### src/rtl/axi_txn_scheduler.sv
// Round-robin, transaction-level arbiter sharing one AXI slave among NUM_M masters.
// One full AW->B or AR->R(last) transaction per grant, with a stall watchdog.
module axi_txn_scheduler #(
  parameter int NUM_M  = 2,
  parameter int TO_CYC = 1024,
  localparam int IDX_W = $clog2(NUM_M)
) (
  input  logic             clk,
  input  logic             rst,
  input  logic [NUM_M-1:0] m_awvalid,
  input  logic [NUM_M-1:0] m_arvalid,
  input  logic             s_awready,
  input  logic             s_arready,
  input  logic             s_bvalid,
  input  logic             s_bready,
  input  logic             s_rvalid,
  input  logic             s_rready,
  input  logic             s_rlast,
  output logic [NUM_M-1:0] gnt,
  output logic [IDX_W-1:0] gnt_idx,
  output logic             busy,
  output logic             txn_is_write,
  output logic             timeout_err
);

  localparam int WD_W = $clog2(TO_CYC);

  typedef enum logic [2:0] {
    IDLE,
    WR_ADDR,
    WR_RESP,
    RD_ADDR,
    RD_DATA
  } state_t;

  state_t state, state_n;

  logic [NUM_M-1:0] req;
  logic [IDX_W-1:0] ptr, ptr_n;
  logic [IDX_W-1:0] win;
  logic [IDX_W-1:0] cand;
  logic [IDX_W-1:0] idx_n;
  logic [NUM_M-1:0] gnt_n;
  logic [WD_W-1:0]  wd, wd_n;
  logic             wr_n;
  logic             to_n;
  logic             busy_n;
  logic             hs;
  logic             done;
  logic             expire;
  int               j;

  assign req = m_awvalid | m_arvalid;

  // Search from the pointer; iterating downwards leaves the nearest requester.
  always_comb begin
    win  = '0;
    cand = '0;
    j    = 0;
    for (int k = NUM_M - 1; k >= 0; k--) begin
      j = int'(ptr) + k;
      if (j >= NUM_M) j = j - NUM_M;
      cand = IDX_W'(j);
      if (req[cand]) win = cand;
    end
  end

  always_comb begin
    hs   = 1'b0;
    done = 1'b0;
    unique case (state)
      WR_ADDR: hs = m_awvalid[gnt_idx] & s_awready;
      WR_RESP: begin
        hs   = s_bvalid & s_bready;
        done = hs;
      end
      RD_ADDR: hs = m_arvalid[gnt_idx] & s_arready;
      RD_DATA: begin
        hs   = s_rvalid & s_rready;
        done = hs & s_rlast;
      end
      default: ;
    endcase
  end

  assign expire = (state != IDLE) & ~hs &
                  (wd == WD_W'(TO_CYC - 1));

  always_comb begin
    state_n = state;
    gnt_n   = gnt;
    idx_n   = gnt_idx;
    wr_n    = txn_is_write;
    ptr_n   = ptr;
    wd_n    = wd;
    to_n    = 1'b0;
    if (state == IDLE) begin
      wd_n = '0;
      if (|req) begin
        idx_n        = win;
        gnt_n        = '0;
        gnt_n[win]   = 1'b1;
        wr_n         = m_awvalid[win];
        state_n      = m_awvalid[win] ? WR_ADDR : RD_ADDR;
      end
    end else if (done || expire) begin
      state_n = IDLE;
      gnt_n   = '0;
      wd_n    = '0;
      to_n    = expire;
      if (gnt_idx == IDX_W'(NUM_M - 1)) ptr_n = '0;
      else ptr_n = gnt_idx + IDX_W'(1);
    end else if (hs) begin
      wd_n = '0;
      if (state == WR_ADDR) state_n = WR_RESP;
      if (state == RD_ADDR) state_n = RD_DATA;
    end else begin
      wd_n = wd + WD_W'(1);
    end
    busy_n = (state_n != IDLE);
  end

  always_ff @(posedge clk or negedge rst) begin
    if (!rst) begin
      state        <= IDLE;
      ptr          <= '0;
      wd           <= '0;
      gnt          <= '0;
      gnt_idx      <= '0;
      busy         <= 1'b0;
      txn_is_write <= 1'b0;
      timeout_err  <= 1'b0;
    end else begin
      state        <= state_n;
      ptr          <= ptr_n;
      wd           <= wd_n;
      gnt          <= gnt_n;
      gnt_idx      <= idx_n;
      busy         <= busy_n;
      txn_is_write <= wr_n;
      timeout_err  <= to_n;
    end
  end

endmodule

### config.mk
export PLATFORM = sky130hd
export DESIGN_NAME = axi_txn_scheduler
export DESIGN_NICKNAME = d
export VERILOG_FILES = /design/src/rtl/axi_txn_scheduler.sv
export SDC_FILE = /design/constraint.sdc
export NUM_CORES = 1
export LEC_CHECK = 0
export ABC_AREA = 1
export BUFFER_PORTS_ARGS = -buffer_cell sky130_fd_sc_hd__buf_2
export CORE_UTILIZATION = 55
export CTS_CLUSTER_DIAMETER = 40
export CTS_CLUSTER_SIZE = 25
export DETAILED_ROUTE_END_ITERATION = 12
export PLACE_DENSITY = 0.79
export SYNTH_ARGS = -nofsm -noshare
export SYNTH_HDL_FRONTEND = slang
export SYNTH_SLANG_ARGS = --single-unit
export TNS_END_PERCENT = 5
### constraint.sdc
create_clock -name clk -period 2.8 [get_ports clk]
set_input_delay 0.14 -clock clk [delete_from_list [all_inputs] [get_ports clk]]
set_output_delay 0.14 -clock clk [all_outputs]
set_load 0.02 [all_outputs]
# [Word level (Yosys, flattened, before mapping)]
# Cells that the tools add are included.
[word_totals] reg_bits=20 in_bits=13 elab_cells=80
[classes] addsub=5 order_cmp=7 n_eq_ne=6 n_mux=34 bitwise=10 n_reduce_logical=10
[ops] op="10-bit 2-to-1 mux" count=3
[ops] op="1-bit 2-to-1 mux" count=18
[ops] op="3-bit 2-to-1 mux" count=6
[ops] op="10-bit by 1-bit adder with 10-bit output (second input constant)" count=1
[ops] op="10-bit equality test (second input constant)" count=1
[ops] op="1-bit by 2-bit < comparator with 1-bit output (second input constant)" count=4
[ops] op="2-bit 2-to-1 mux" count=4
[ops] op="1-bit AND" count=7
[ops] op="3-bit by 2-bit equality test with 1-bit output (second input constant)" count=2
[ops] op="2-bit AND reduction" count=3
[ops] op="3-bit nonzero test" count=2
[ops] op="1-bit one-hot mux with 4 select lines" count=1
[ops] op="3-bit by 1-bit equality test with 1-bit output (second input constant)" count=1
[ops] op="3-bit equality test (second input constant)" count=1
[ops] op="3-bit zero test" count=1
[ops] op="1-bit by 1-bit adder with 2-bit output (second input constant)" count=1
[ops] op="1-bit by 2-bit >= comparator with 1-bit output (second input constant)" count=1
[ops] op="2-bit >= comparator (second input constant)" count=1
[ops] op="2-bit by 1-bit != test with 1-bit output (second input constant)" count=1
[ops] op="1-bit inverter" count=2
[ops] op="2-bit OR" count=1
[ops] op="1-bit one-hot mux with 2 select lines" count=1
[ops] op="2-bit nonzero test" count=1
[ops] op="2-bit OR reduction" count=1
[ops] op="other kinds (6)" count=7

# [Depth between registers and ports, before layout]
# Gate-level depths: netlist of run 1.
[depth] word_depth=13 mapped_depth=11 ltp_nobuf=11

# [Worst setup path after synthesis of run 1]
# No wires, ideal clock.
[synth_path] path_kind="register -> register" start="register gnt_idx" end="register busy" setup_ps=117 arrival_ps=1279 required_time_ps=2683 path_slack_ps=1404 stages_incl_launch_ff=12 path_buffers=0 period_less_slack_ps=1396 path_cell_list="dfrtp_1 > inv_2 > nand2_1 > nand2_1 > nand2_2 > nand2_2 > nor2_4 > nand3_4 > nand3_1 > nand2_2 > nor2_2 > nand2_1"
[synth_via] elab_chain_cells=11
[synth_rtl] item="start: declaration" line="20" rtl="output logic [IDX_W-1:0] gnt_idx,"
[synth_rtl] item="start signal: assignment" line="138" rtl="gnt_idx <= idx_n;"
[synth_rtl] item="1-bit 2-to-1 mux (on tied branches) (2 in series)" line="77, 72"
[synth_rtl] item="1-bit AND (on tied branches)" line="77, 72"
[synth_rtl] item="1-bit one-hot mux with 4 select lines (*)" line="71" rtl="unique case (state)"
[synth_rtl] item="1-bit inverter" line="86" rtl="assign expire = (state != IDLE) & ~hs &"
[synth_rtl] item="1-bit AND (2 in series)" line="86"
[synth_rtl] item="1-bit logical OR" line="106" rtl="end else if (done || expire) begin"
[synth_rtl] item="3-bit 2-to-1 mux (*)" line="106"
[synth_rtl] item="3-bit 2-to-1 mux (*)" line="97" rtl="if (state == IDLE) begin"
[synth_rtl] item="named net state_n[1]" line="36" rtl="state_t state, state_n;"
[synth_rtl] item="3-bit nonzero test (*)" line="120" rtl="busy_n = (state_n != IDLE);"
[synth_rtl] item="named net busy_n" line="47" rtl="logic busy_n;"
[synth_rtl] item="end signal: assignment" line="139" rtl="busy <= busy_n;"
[synth_rtl] item="end: declaration" line="21" rtl="output logic busy,"
# Mark *: on every way through the listed nets, which the timed path passes. The rest lies on a longest branch. The select of a mux whose other input is x is not followed.
# A chain may end at the register's enable or synchronous reset.

# [Worst setup path in the final report of run 1]
[layout_path] start="register wd[0]" end="register busy"
[layout_via] elab_chain_cells=6
[layout_rtl] item="start: declaration" line="44" rtl="logic [WD_W-1:0] wd, wd_n;"
[layout_rtl] item="start signal: assignment" line="136" rtl="wd <= wd_n;"
[layout_rtl] item="10-bit equality test" line="87" rtl="(wd == WD_W'(TO_CYC - 1));"
[layout_rtl] item="1-bit AND" line="86"
[layout_rtl] item="1-bit logical OR" line="106"
[layout_rtl] item="3-bit 2-to-1 mux" line="106"
[layout_rtl] item="3-bit 2-to-1 mux" line="97"
[layout_rtl] item="named net state_n[1]" line="36"
[layout_rtl] item="3-bit nonzero test" line="120"
[layout_rtl] item="named net busy_n" line="47"
# The timed path passes the listed nets, and every way through them passes these cells.

==> summary.txt, run 1 <==
Routing
  • Per-cell via count in the routed design: between 5 and 6
  • Count of unresolved DRC violations after routing: 0
  • Wirelength per Cell: 11.3 um
  • Total vias in the final route: 890
  • DR pass1 iterations: 4
  • Drt total wl: 1980 um
  • Remaining number of nets flagged by the antenna check after routing: 0
  • Violation count after the first detailed-routing iteration: 30

Timing
  • Worst setup slack after layout: 1290 ps
  • Number of hold-slack violations in the final timing report: 0
  • Post-layout min period: 1510 ps
  • Slew Limit Fails: 0
  • Count of final setup violators: 0
  • Max-slew headroom at the worst pin: 0.705
  • Setup repair after global routing missed its margin: false
  • Achievable clock frequency: approximately 660 MHz
  • Period utilisation layout: 0.539
  • Worst-Margin Slew: 442 ps
  • Worst Clk Skew: 5.03 ps
  • Final hold slack: 264 ps
  • Setup TNS: 0 ps

Run
  • Max_cap viols: 0

Synth
  • Synthesized area per cell: 8.33 um^2
  • Count of mapped cells out of synthesis: 128
  • Leading post-synthesis cells by cell area: sky130_fd_sc_hd__dfrtp_1 (47%), sky130_fd_sc_hd__nand2_1 (10%), sky130_fd_sc_hd__nor2_1 (6.0%)
  • Register bit total from synthesis: 20
  • Number of warnings issued by yosys: 0
  • Number of unique standard cell types used by synthesis: 25
  • Net count of the mapped netlist: roughly 140
  • Post-synthesis cell area: around 1100 um^2
  • Portion of synthesized cell area occupied by the leading cell type: 0.469
  • Sequential cell area fraction in the yosys report: 0.469
  • Area leader, netlist: sky130_fd_sc_hd__dfrtp_1

Power and ir drop
  • Power share of the sequential group: 0.413
  • NetSw: 451 uW
  • Total internal power: about 620 uW
  • Leak: 0.641 nW
  • Power density over cell area: 867 nW/um^2
  • Power share of the clock group: 0.157
  • Worst voltage drop across the vdd grid: 0.567 mV
  • Tot Pwr: 1.07 mW
  • Proportion of total power due to net switching: 0.421
  • Combinational group share of total power: 0.431

Floorplan
  • Standard-cell row count: 15
  • Die Height: 46.0 um
  • Width of the die: 46.0 um
  • DIE AREA: 2120 um^2
  • Placeable core region: 1760 um^2
  • Number of top-level design ports: 19
  • Initial core utilization: 0.604

Global route
  • Antenna violations before repair: 0
  • Aggregate global-route resource usage: 0.219
  • First-pass GRT wire length: between 3000 and 4000 um
  • Vias in the first global route: 836
  • Largest net degree at the start of global routing: 21
  • Sum of overflow across all layers after global routing: 0

Worst setup path
  • CP endpoint kind: flip-flop
  • Data required time at the worst endpoint: 3010 ps
  • Worst setup path category: flip-flop to flip-flop
  • Crit path cell chain: ha_1 > nand2_1 > nor2_2 > nand2_2 > nor2_4 > nand3_4 > nand3_1 > nand2_2 > nor2_2 > nand2_1
  • Crit-path slowest cell: sky130_fd_sc_hd__dfrtp_1
  • Crit path launch type: flip-flop
  • Reg2reg path depth: 10
  • CP Data Arrival Time: 1720 ps
  • Maximum net fanout on the critical path: 5
  • Longest individual stage delay on the worst path: 390 ps

Final layout
  • Share of final-layout standard cells stronger than drive strength 1: 0.311
  • Most used cells in the layout excluding fill and tap cells: sky130_fd_sc_hd__nand2_1 (29), sky130_fd_sc_hd__dfrtp_1 (20), sky130_fd_sc_hd__buf_2 (18), sky130_fd_sc_hd__nor2_1 (17), sky130_fd_sc_hd__inv_1 (12)
  • Count of filler cells inserted in the layout: approximately 150
  • Final Net Count: ~170
  • Post-route standard cell area excluding fillers: 1230 um^2
  • Area added between synthesis and finish: 15.7%
  • Most common cell after layout, fill and taps aside: sky130_fd_sc_hd__nand2_1
  • Ant diodes: 0

Clock network
  • Post-cts hold buffer count: 1
  • Post-CTS Setup Inserts: 0
  • Source-to-sink clock delay at the later pin of the worst-skew pair: around 300 ps
  • Clock Path Buffers: 2
  • H-tree depth reported by CTS: 1
  • Clk root buf: sky130_fd_sc_hd__clkbuf_4
  • Clock transition at the register clock pins on the worst setup and hold paths after CTS: ~110 ps
  • Cts repair resizes: 0
  • Clock Sinks: 20
  • CTS buffer count: 3
  • TritonCTS clock tree: built

Placement
  • Half-perimeter wire length after detailed placement: 1500 um
  • Worst setup slack before clock tree synthesis: roughly 1300 ps
  • Cell area after placement: 1190 um^2
  • IO Port Bufs: 18
  • Routability cong.: ~0.86

Min path
  • Hold Path Stages: 4
  • Class of the worst hold path: input pin to flip-flop

Outcome
  • Run status: finished, final reports clean
==> cells in the mapped netlist (all sizes together) <==
cell    count
o21ai       5
nand3       6
a31oi       1
dfrtp      20
nor3b       1
nor2       23
nand2      38
xnor2       1
inv        18
xor2        4
ha          1
nand4       3
and3        1
nor3        3
o21a        1
nand3b      2
==> cells by family (layout without fill, tap and decap cells) <==
family / Yosys count / count (layout) / share of synthesized area
flops: 20 / 20 / 0.469
fa+ha+maj: 1 / 1 / 0.0117
xor+xnor: 5 / 5 / 0.0411
simple gates: 77 / 77 / 0.378
buf+inv: 18 / 41 / 0.0634
compound gates: 7 / 7 / 0.0364
==> routing by layer <==
| layer | global-route usage | vias to the layer above | part of all wire |
|---|---|---|---|
| li1 | - | 447 | - |
| met1 | 0.284 | 405 | 0.47 |
| met2 | 0.355 | 30 | 0.47 |
| met3 | 0.0357 | 8 | 0.039 |
| met4 | 0.100 | 0 | 0.024 |
| met5 | 0 | - | 0 |
==> worst max-delay path: cells and delay by family (launching register included) <==
kind / cells / cell delay, ps
adder cells (fa/ha/maj): 1 / 170
flip-flops: 1 / 390
AND/OR/NAND/NOR: 9 / 870
==> path summary, 6_finish.rpt <==
kind	from	end	slack [ps]
worst max-delay path	wd[0]$_DFF_PN0_	busy$_DFF_PN0_	1290
worst min-delay path	m_awvalid[0]	state[1]$_DFF_PN0_	260
worst max register to register	wd[0]$_DFF_PN0_	busy$_DFF_PN0_	1290
worst min register to register	wd[0]$_DFF_PN0_	wd[0]$_DFF_PN0_	470
max in group asynchronous	rst	wd[3]$_DFF_PN0_	2180
min in group asynchronous	rst	state[2]$_DFF_PN0_	310
==> flip-flops by register name (all words and copies together), names as in the netlist <==
name	cells
gnt	2
busy	1
timeout_err	1
wd	10
ptr	1
txn_is_write	1
state	3
gnt_idx	1
==> power by group through the flow <==
stage	clock [mW]	combinational [mW]	sequential (mW)
floorplan	0	0.312	0.474
global placement	0	0.449	0.442
detailed placement	0	0.456	0.447
CTS	0.173	0.460	0.440
global route	0.183	0.523	0.455
finish	0.168	0.461	0.442
==> stage by stage <==
stage,instances,utilization
final,176,0.699
after floorplan,128,-
after global placement,171,0.673
after detailed placement,171,0.673
after CTS,176,0.699
after global routing,176,0.699
==> layout make-up <==
class | count | area [um^2] | share of cell area
tap | 25 | 31.3 | 0.0254
timing repair buffer | 19 | 100 | 0.0811
sequential | 20 | 500 | 0.406
clock buffer | 4 | 36.3 | 0.0294
inverter | 18 | 67.6 | 0.0548
multi-input combinational | 90 | 498 | 0.404
(Power assumes the default switching activity.)
==> run 2: changes to the inputs <==
- ABC_AREA: 1 -> 0
- CORE_UTILIZATION: 55 -> 53
- PLACE_DENSITY: 0.79 -> 0.77
- clock period: 2.8 -> 1.4 ns (I/O delays scaled with it)
==> run 2 against run 1 <==
Net effect: the flow now finishes with violations (setup timing); core utilization grew 14 points; register-to-register slack got worse by 1600 ps; via count increased by 6.9%; clock skew is 3.1 ps lower; non-clock buffer count rose by 26; worst hold slack worse by 95 ps; sequential power grew 110%; die area fell by 3.1%; clock power up 94%; critical path type unchanged; largest cell class is now multi-input combinational cells; largest power group unchanged.
==> summary.txt, run 2 <==
Power and ir drop
  • Worst voltage drop across the vdd grid: 1.51 mV (was 0.567 mV)
  • Leak: 0.700 nW (was 0.641 nW)
  • Tot Pwr: 2.62 mW (was 1.07 mW)
  • Power density over cell area: 1800 nW/um^2 (was 867 nW/um^2)

Synth
  • Register bit total from synthesis: 20 (unchanged)
  • Dominant combinational cell family by area after synthesis: simple AND/OR/NAND/NOR gates (unchanged)
  • Area leader, netlist: sky130_fd_sc_hd__dfrtp_1 (unchanged)
  • Post-synth EDFFs: 0 (unchanged)
  • Leading post-synthesis cells by cell area: sky130_fd_sc_hd__dfrtp_1 (50%), sky130_fd_sc_hd__nor2_1 (6.8%), sky130_fd_sc_hd__xor2_1 (4.4%) (was sky130_fd_sc_hd__dfrtp_1 (47%), sky130_fd_sc_hd__nand2_1 (10%), sky130_fd_sc_hd__nor2_1 (6.0%))
  • Synthesized area per cell: 10.0 um^2 (was 8.33 um^2)
  • Area fraction in compound gates after synthesis: 0.107 (was 0.0364)
  • Proportion of register bits with asynchronous set or reset after synthesis: 1.00 (unchanged)
  • Post-synthesis cell area: 993 um^2 (was 1070 um^2)
  • Mux share of post-synthesis cell area: 0.0302 (was 0)
  • Sequential cell area fraction in the yosys report: 0.504 (was 0.469)
  • Most used DFF post-synth: sky130_fd_sc_hd__dfrtp_1 (unchanged)
  • Synth top cells by count: sky130_fd_sc_hd__dfrtp_1 (20), sky130_fd_sc_hd__nor2_1 (18), sky130_fd_sc_hd__nand2_1 (11) (was sky130_fd_sc_hd__nand2_1 (29), sky130_fd_sc_hd__dfrtp_1 (20), sky130_fd_sc_hd__nor2_1 (17))
  • Count leader, synth: sky130_fd_sc_hd__dfrtp_1 (was sky130_fd_sc_hd__nand2_1)
  • Fraction of the mapped netlist area in simple logic gates: 0.264 (was 0.378)
  • Area share of fa/ha/maj cells after synthesis: 0.0126 (was 0.0117)
  • Portion of synthesized cell area occupied by the leading cell type: 0.504 (was 0.469)
  • Count of mapped cells out of synthesis: 99 (was 128)
  • Number of unique standard cell types used by synthesis: 33 (was 25)
  • Xor and xnor area share after synthesis: 0.0705 (was 0.0411)
  • Net count of the mapped netlist: 113 (was 142)
  • Number of warnings issued by yosys: 0 (unchanged)

Floorplan
  • Number of top-level design ports: 19 (unchanged)
  • Die Height: 45.3 um (was 46.0 um)
  • Standard-cell row count: 15 (unchanged)
  • Placeable core region: 1750 um^2 (was 1760 um^2)
  • Width of the die: 45.3 um (was 46.0 um)
  • DIE AREA: 2050 um^2 (was 2120 um^2)
  • Initial core utilization: 0.569 (was 0.604)

Min path
  • Hold Path Sink: state[2]$_DFF_PN0_ (was state[1]$_DFF_PN0_)
  • Class of the worst hold path: input pin to flip-flop (unchanged)
  • Hold Path Stages: 3 (was 4)
  • Worst hold start: s_rlast (was m_awvalid[0])

Global route
  • First-pass GRT wire length: 3940 um (was 3290 um)
  • Aggregate global-route resource usage: 0.279 (was 0.219)
  • Sum of overflow across all layers after global routing: 0 (unchanged)
  • Largest net degree at the start of global routing: 21 (unchanged)
  • Antenna violations before repair: 0 (unchanged)
  • Vias in the first global route: 846 (was 836)

Placement
  • Cell Count Post-Placement: 165 (was 171)
  • Routability cong.: 0.985 (was 0.857)
  • Half-perimeter wire length after detailed placement: 1670 um (was 1500 um)
  • Worst setup slack before clock tree synthesis: -307 ps (was 1310 ps)
  • IO Port Bufs: 18 (unchanged)

Timing
  • Final hold slack: 168 ps (was 264 ps)
  • Worst-Margin Slew: 424 ps (was 442 ps)
  • Post-layout min period: 1660 ps (was 1510 ps)
  • Period utilisation layout: 1.19 (was 0.539)
  • Number of hold-slack violations in the final timing report: 0 (unchanged)
  • Setup TNS: -3820 ps (was 0 ps)
  • Max-slew headroom at the worst pin: 0.717 (was 0.705)
  • Setup repair after global routing missed its margin: true (was false)
  • Slew Limit Fails: 0 (unchanged)
  • Worst Clk Skew: 1.91 ps (was 5.03 ps)
  • Count of final setup violators: 20 (was 0)
  • Worst setup slack after layout: -261 ps (was 1290 ps)
  • Achievable clock frequency: 602 MHz (was 662 MHz)

Clock network
  • TritonCTS clock tree: built (unchanged)
  • Clock Sinks: 20 (unchanged)
  • Clock Path Buffers: 2 (unchanged)
  • Clk root buf: sky130_fd_sc_hd__clkbuf_4 (unchanged)
  • Source-to-sink clock delay at the later pin of the worst-skew pair: 290 ps (was 300 ps)
  • H-tree depth reported by CTS: 1 (unchanged)
  • CTS buffer count: 3 (unchanged)
  • Clock transition at the register clock pins on the worst setup and hold paths after CTS: 110 ps (about the same)

Final layout
  • Final Non-Filler Cells: 173 (was 176)
  • Ant diodes: 0 (unchanged)
  • Max FFs per register: 10 (unchanged)
  • Most flops, register: wd (unchanged)
  • Registers with the most flip-flops: wd x10, state x3, gnt x2 (unchanged)
  • Final Net Count: 163 (was 166)
  • Share of final-layout standard cells stronger than drive strength 1: 0.486 (was 0.311)
  • Most used cells in the layout excluding fill and tap cells: sky130_fd_sc_hd__buf_4 (25), sky130_fd_sc_hd__dfrtp_1 (18), sky130_fd_sc_hd__buf_2 (18), sky130_fd_sc_hd__nor2_1 (15), sky130_fd_sc_hd__nand2_1 (10) (was sky130_fd_sc_hd__nand2_1 (29), sky130_fd_sc_hd__dfrtp_1 (20), sky130_fd_sc_hd__buf_2 (18), sky130_fd_sc_hd__nor2_1 (17), sky130_fd_sc_hd__inv_1 (12))
  • Most common cell after layout, fill and taps aside: sky130_fd_sc_hd__buf_4 (was sky130_fd_sc_hd__nand2_1)
  • Area added between synthesis and finish: 47.0% (was 15.7%)

Run
  • Max_cap viols: 0 (unchanged)

Routing
  • Count of unresolved DRC violations after routing: 0 (unchanged)
  • Drt total wl: 2530 um (was 1980 um)
  • DR pass1 iterations: 4 (unchanged)
  • Remaining number of nets flagged by the antenna check after routing: 0 (unchanged)
  • Violation count after the first detailed-routing iteration: 26 (was 30)
  • Wirelength per Cell: 14.6 um (was 11.3 um)
  • Per-cell via count in the routed design: 5.50 (was 5.06)
  • Total vias in the final route: 951 (was 890)

Worst setup path
  • Crit Reg-Reg Startpoint: gnt_idx$_DFFE_PN0P_ (was wd[0]$_DFF_PN0_)
  • Terminus of the critical flop-to-flop path: busy$_DFF_PN0_ (unchanged)
  • Data required time at the worst endpoint: 1620 ps (was 3010 ps)
  • Worst setup path category: flip-flop to flip-flop (unchanged)
  • CP endpoint kind: flip-flop (unchanged)
  • Maximum net fanout on the critical path: 4 (was 5)
  • Reg2reg path depth: 6 (was 10)
  • Slack of the worst reg-to-reg path: -260 ps (was 1290 ps)
  • Crit path launch type: flip-flop (unchanged)
  • CP Data Arrival Time: 1880 ps (was 1720 ps)

Outcome
  • Run status: complete, but fails checks (was finished, final reports clean)
  • Failing checks: setup timing
## run 2: layout make-up
cell class                 count  area [um^2]
clock buffer                   4         36.3
fill                          96          285
inverter                       3         11.3
multi-input combinational     76          579
sequential                    20          503
tap                           25         31.3
timing repair buffer          45          299
## run 2: kinds of logic (layout without fill, tap and decap cells)
group | count (synthesis) | in the layout
AND/OR/NAND/NOR | 50 | 50
flip-flops | 20 | 20
AO/OA/AOI/OAI | 14 | 14
XOR/XNOR | 8 | 8
multiplexers | 3 | 3
buffers and inverters | 3 | 52
adder cells (fa/ha/maj) | 1 | 1
## run 2: how the worst max path moves through the flow
| stage | endpoint | startpoint | cells after the start | slack [ps] |
|---|---|---|---|---|
| 6_report | busy$_DFF_PN0_ | gnt_idx$_DFFE_PN0P_ | 6 | -260 |
| 5_1_grt | busy$_DFF_PN0_ | gnt_idx$_DFFE_PN0P_ | 6 | -310 |
| 4_1_cts | busy$_DFF_PN0_ | gnt_idx$_DFFE_PN0P_ | 6 | -220 |
| 3_5_place_dp | gnt[1]$_DFFE_PN0P_ | wd[0]$_DFF_PN0_ | 6 | -310 |
| 3_3_place_gp | busy$_DFF_PN0_ | state[2]$_DFF_PN0_ | 5 | -250 |
| 2_1_floorplan | ptr$_DFFE_PN0P_ | gnt_idx$_DFFE_PN0P_ | 5 | -280 |
## run 2: repair_timing
item	4_1_cts	5_1_grt
buffers inserted	3	0
endpoints found under the setup margin	20	20
hold endpoints to repair	20	0
cloned	0	0
hold buffers	1	0
pin swaps	18	3
resized for setup	16	6
## run 2: power breakdown
part	switching (mW)	total, mW	internal (mW)
clock network	0.168	0.326	0.158
registers	0.180	0.943	0.763
logic	0.674	1.35	0.679
total	1.02	2.62	1.60
## run 2: metal layers
metal  routed length [um]  vias up  part of all wire  track usage
li1                     -      451                 -            -
met1                 1150      458              0.45        0.404
met2                 1200       38              0.47        0.438
met3                  141        4             0.056       0.0480
met4                   40        0             0.016       0.0727
met5                    0        -                 0            0
## run 2: critical path, stage by stage (launching register included)
cell	delay, ps
sky130_fd_sc_hd__dfrtp_1	440
sky130_fd_sc_hd__buf_6	140
sky130_fd_sc_hd__mux2i_4	180
sky130_fd_sc_hd__nor3_4	190
sky130_fd_sc_hd__nor4_4	70
sky130_fd_sc_hd__a221o_2	390
sky130_fd_sc_hd__o211ai_1	170
## run 2: per-stage QoR
stage               instance area [um^2]  utilization
finish                              1460        0.837
global placement                    1300        0.743
floorplan                           1000            -
detailed placement                  1300        0.743
global route                        1460        0.837
CTS                                 1430        0.819
==> run 3: changes to the inputs <==
- CORE_UTILIZATION: 53 -> 55
- PLACE_DENSITY: 0.77 -> 0.79
- clock period: 1.4 -> 1.98 ns (I/O delays scaled with it)
==> run 3 against run 2 <==
Net effect: the flow now finishes without violations; clock skew about the same; die area down 3.5%; first-iteration DRC count up 15%; final area down 21%; sequential power down 28%; total power down 46%; final cell count down 16%; worst hold slack better by 8.5 ps; core utilization down 11 points; combinational power down 59%; routed wire length down 24%; critical path type unchanged.
==> summary.txt, run 3 (same netlist as run 2, synthesis figures left out) <==
Final layout
  • Most flops, register: wd (unchanged)
  • Post-route standard cell area excluding fillers: 1150 um^2 (was 1460 um^2)
  • Area added between synthesis and finish: 16.2% (was 47.0%)
  • Ant diodes: 0 (unchanged)
  • Most used cells in the layout excluding fill and tap cells: sky130_fd_sc_hd__dfrtp_1 (20), sky130_fd_sc_hd__nor2_1 (18), sky130_fd_sc_hd__buf_2 (18), sky130_fd_sc_hd__nand2_1 (11), sky130_fd_sc_hd__xor2_1 (5) (was sky130_fd_sc_hd__buf_4 (25), sky130_fd_sc_hd__dfrtp_1 (18), sky130_fd_sc_hd__buf_2 (18), sky130_fd_sc_hd__nor2_1 (15), sky130_fd_sc_hd__nand2_1 (10))
  • Final Net Count: 137 (was 163)
  • Max FFs per register: 10 (unchanged)
  • Most common cell after layout, fill and taps aside: sky130_fd_sc_hd__dfrtp_1 (was sky130_fd_sc_hd__buf_4)
  • Count of filler cells inserted in the layout: 118 (was 96)
  • Register area: 500 um^2 (was 503 um^2)
  • Share of final-layout standard cells stronger than drive strength 1: 0.248 (was 0.486)
  • Area of the multi-input gates: 490 um^2 (was 579 um^2)
  • Registers with the most flip-flops: wd x10, state x3, gnt x2 (unchanged)

Worst setup path
  • Data required time at the worst endpoint: 2220 ps (was 1620 ps)
  • Startpoint of the most critical setup path: wd[0]$_DFF_PN0_ (was gnt_idx$_DFFE_PN0P_)
  • Maximum net fanout on the critical path: 4 (unchanged)
  • Worst setup path category: flip-flop to flip-flop (unchanged)
  • Crit Reg-Reg Startpoint: wd[0]$_DFF_PN0_ (was gnt_idx$_DFFE_PN0P_)
  • CP endpoint kind: flip-flop (unchanged)
  • Crit path launch type: flip-flop (unchanged)
  • CP Data Arrival Time: 2070 ps (was 1880 ps)

Floorplan
  • Number of top-level design ports: 19 (unchanged)
  • Standard-cell row count: 14 (was 15)
  • Placeable core region: 1590 um^2 (was 1750 um^2)
  • DIE AREA: 1980 um^2 (was 2050 um^2)
  • Width of the die: 44.5 um (was 45.3 um)
  • Initial core utilization: 0.623 (was 0.569)
  • Die Height: 44.5 um (was 45.3 um)

Clock network
  • Clock Path Buffers: 2 (unchanged)
  • CTS buffer count: 3 (unchanged)
  • Clk root buf: sky130_fd_sc_hd__clkbuf_4 (unchanged)
  • Source-to-sink clock delay at the later pin of the worst-skew pair: 290 ps (about the same)
  • H-tree depth reported by CTS: 1 (unchanged)
  • TritonCTS clock tree: built (unchanged)
  • Clock transition at the register clock pins on the worst setup and hold paths after CTS: 100 ps (was 110 ps)
  • Clock Sinks: 20 (unchanged)

Routing
  • Per-cell via count in the routed design: 5.46 (was 5.50)
  • Remaining number of nets flagged by the antenna check after routing: 0 (unchanged)
  • Highest Signal Layer: met4 (unchanged)
  • Met2 WL: 809 um (was 1200 um)
  • DR pass1 iterations: 4 (unchanged)
  • Wirelength per Cell: 13.3 um (was 14.6 um)
  • Routed wire length on met3: 129 um (was 141 um)
  • Drt total wl: 1930 um (was 2530 um)
  • Count of unresolved DRC violations after routing: 0 (unchanged)
  • Total vias in the final route: 792 (was 951)
  • Routed metal-1 wire length: 982 um (was 1150 um)
  • Violation count after the first detailed-routing iteration: 30 (was 26)

Placement
  • Cell area after placement: 1110 um^2 (was 1300 um^2)
  • Half-perimeter wire length after detailed placement: 1450 um (was 1670 um)
  • Worst setup slack before clock tree synthesis: 184 ps (was -307 ps)
  • Routability cong.: 0.865 (was 0.985)
  • IO Port Bufs: 18 (unchanged)

Min path
  • Class of the worst hold path: input pin to flip-flop (unchanged)
  • Worst hold start: s_rlast (unchanged)

Timing
  • Slew Limit Fails: 0 (unchanged)
  • Worst setup slack after layout: 156 ps (was -261 ps)
  • Worst Clk Skew: 1.72 ps (was 1.91 ps)
  • Worst-Margin Slew: 467 ps (was 424 ps)
  • Period utilisation layout: 0.921 (was 1.19)
  • Post-layout min period: 1820 ps (was 1660 ps)
  • Setup TNS: 0 ps (was -3820 ps)
  • Final hold slack: 177 ps (was 168 ps)
  • Count of final setup violators: 0 (was 20)
  • Number of hold-slack violations in the final timing report: 0 (unchanged)
  • Achievable clock frequency: 548 MHz (was 602 MHz)
  • Setup repair after global routing missed its margin: false (was true)
  • Max-slew headroom at the worst pin: 0.686 (was 0.717)

Power and ir drop
  • Leak: 0.556 nW (was 0.700 nW)
  • Power density over cell area: 1240 nW/um^2 (was 1800 nW/um^2)
  • Worst voltage drop across the vdd grid: 0.805 mV (was 1.51 mV)

Global route
  • Vias in the first global route: 683 (was 846)
  • First-pass GRT wire length: 3080 um (was 3940 um)
  • Antenna violations before repair: 0 (unchanged)
  • Aggregate global-route resource usage: 0.215 (was 0.279)
  • Sum of overflow across all layers after global routing: 0 (unchanged)
  • Largest net degree at the start of global routing: 21 (unchanged)

Run
  • Max_cap viols: 0 (unchanged)

Outcome
  • Run status: finished, final reports clean (was complete, but fails checks)
## run 3: path summary, 6_finish.rpt
path / slack, ps / endpoint / depth (start not counted)
max in group asynchronous: 1420 / gnt_idx$_DFFE_PN0P_ / 2
worst min-delay path: 180 / state[2]$_DFF_PN0_ / 3
min in group asynchronous: 260 / wd[6]$_DFF_PN0_ / 2
worst max register to register: 160 / gnt[1]$_DFFE_PN0P_ / 6
worst max-delay path: 160 / gnt[1]$_DFFE_PN0P_ / 6
worst min register to register: 490 / wd[0]$_DFF_PN0_ / 1
## run 3: power breakdown
part | internal, mW | total [mW] | switching (mW) | leakage (nW)
combinational | 0.236 | 0.557 | 0.321 | 0.291
sequential | 0.534 | 0.683 | 0.149 | 0.252
clock | 0.0709 | 0.188 | 0.117 | 0.0138
## run 3: area by class of cell
type	count	area share
timing repair buffer	19	0.0867
sequential	20	0.433
clock buffer	3	0.0195
inverter	3	0.00975
tap	24	0.0260
multi-input combinational	76	0.425
## run 3: worst max-delay path, stage by stage (launching register included)
cell                       delay (ps)
sky130_fd_sc_hd__dfrtp_1          420
sky130_fd_sc_hd__ha_1             250
sky130_fd_sc_hd__and4_1           230
sky130_fd_sc_hd__nand4_1          160
sky130_fd_sc_hd__nor2_1            90
sky130_fd_sc_hd__a221oi_1         400
sky130_fd_sc_hd__a31o_2           220
## run 3: timing repair
item                                    4_1_cts  5_1_grt
setup buffers                                 0        0
hold buffers                                  1        0
endpoints found under the setup margin        0       11
hold endpoints to repair                     20        0
resized for setup                             0        1
## run 3: routing by layer
layer  vias up  track usage
li1        394            -
met1       366        0.339
met2        30        0.288
met3         2       0.0367
met4         0       0.0909
met5         -            0
## run 3: through the flow
| stage | util | total power [mW] | cells |
|---|---|---|---|
| 2_1_floorplan | - | 1.06 | 99 |
| 3_3_place_gp | 0.699 | 1.22 | 141 |
| 3_5_place_dp | 0.699 | 1.23 | 141 |
| 4_1_cts | 0.719 | 1.42 | 145 |
| 5_1_grt | 0.724 | 1.53 | 145 |
| 6_report | 0.724 | 1.43 | 145 |
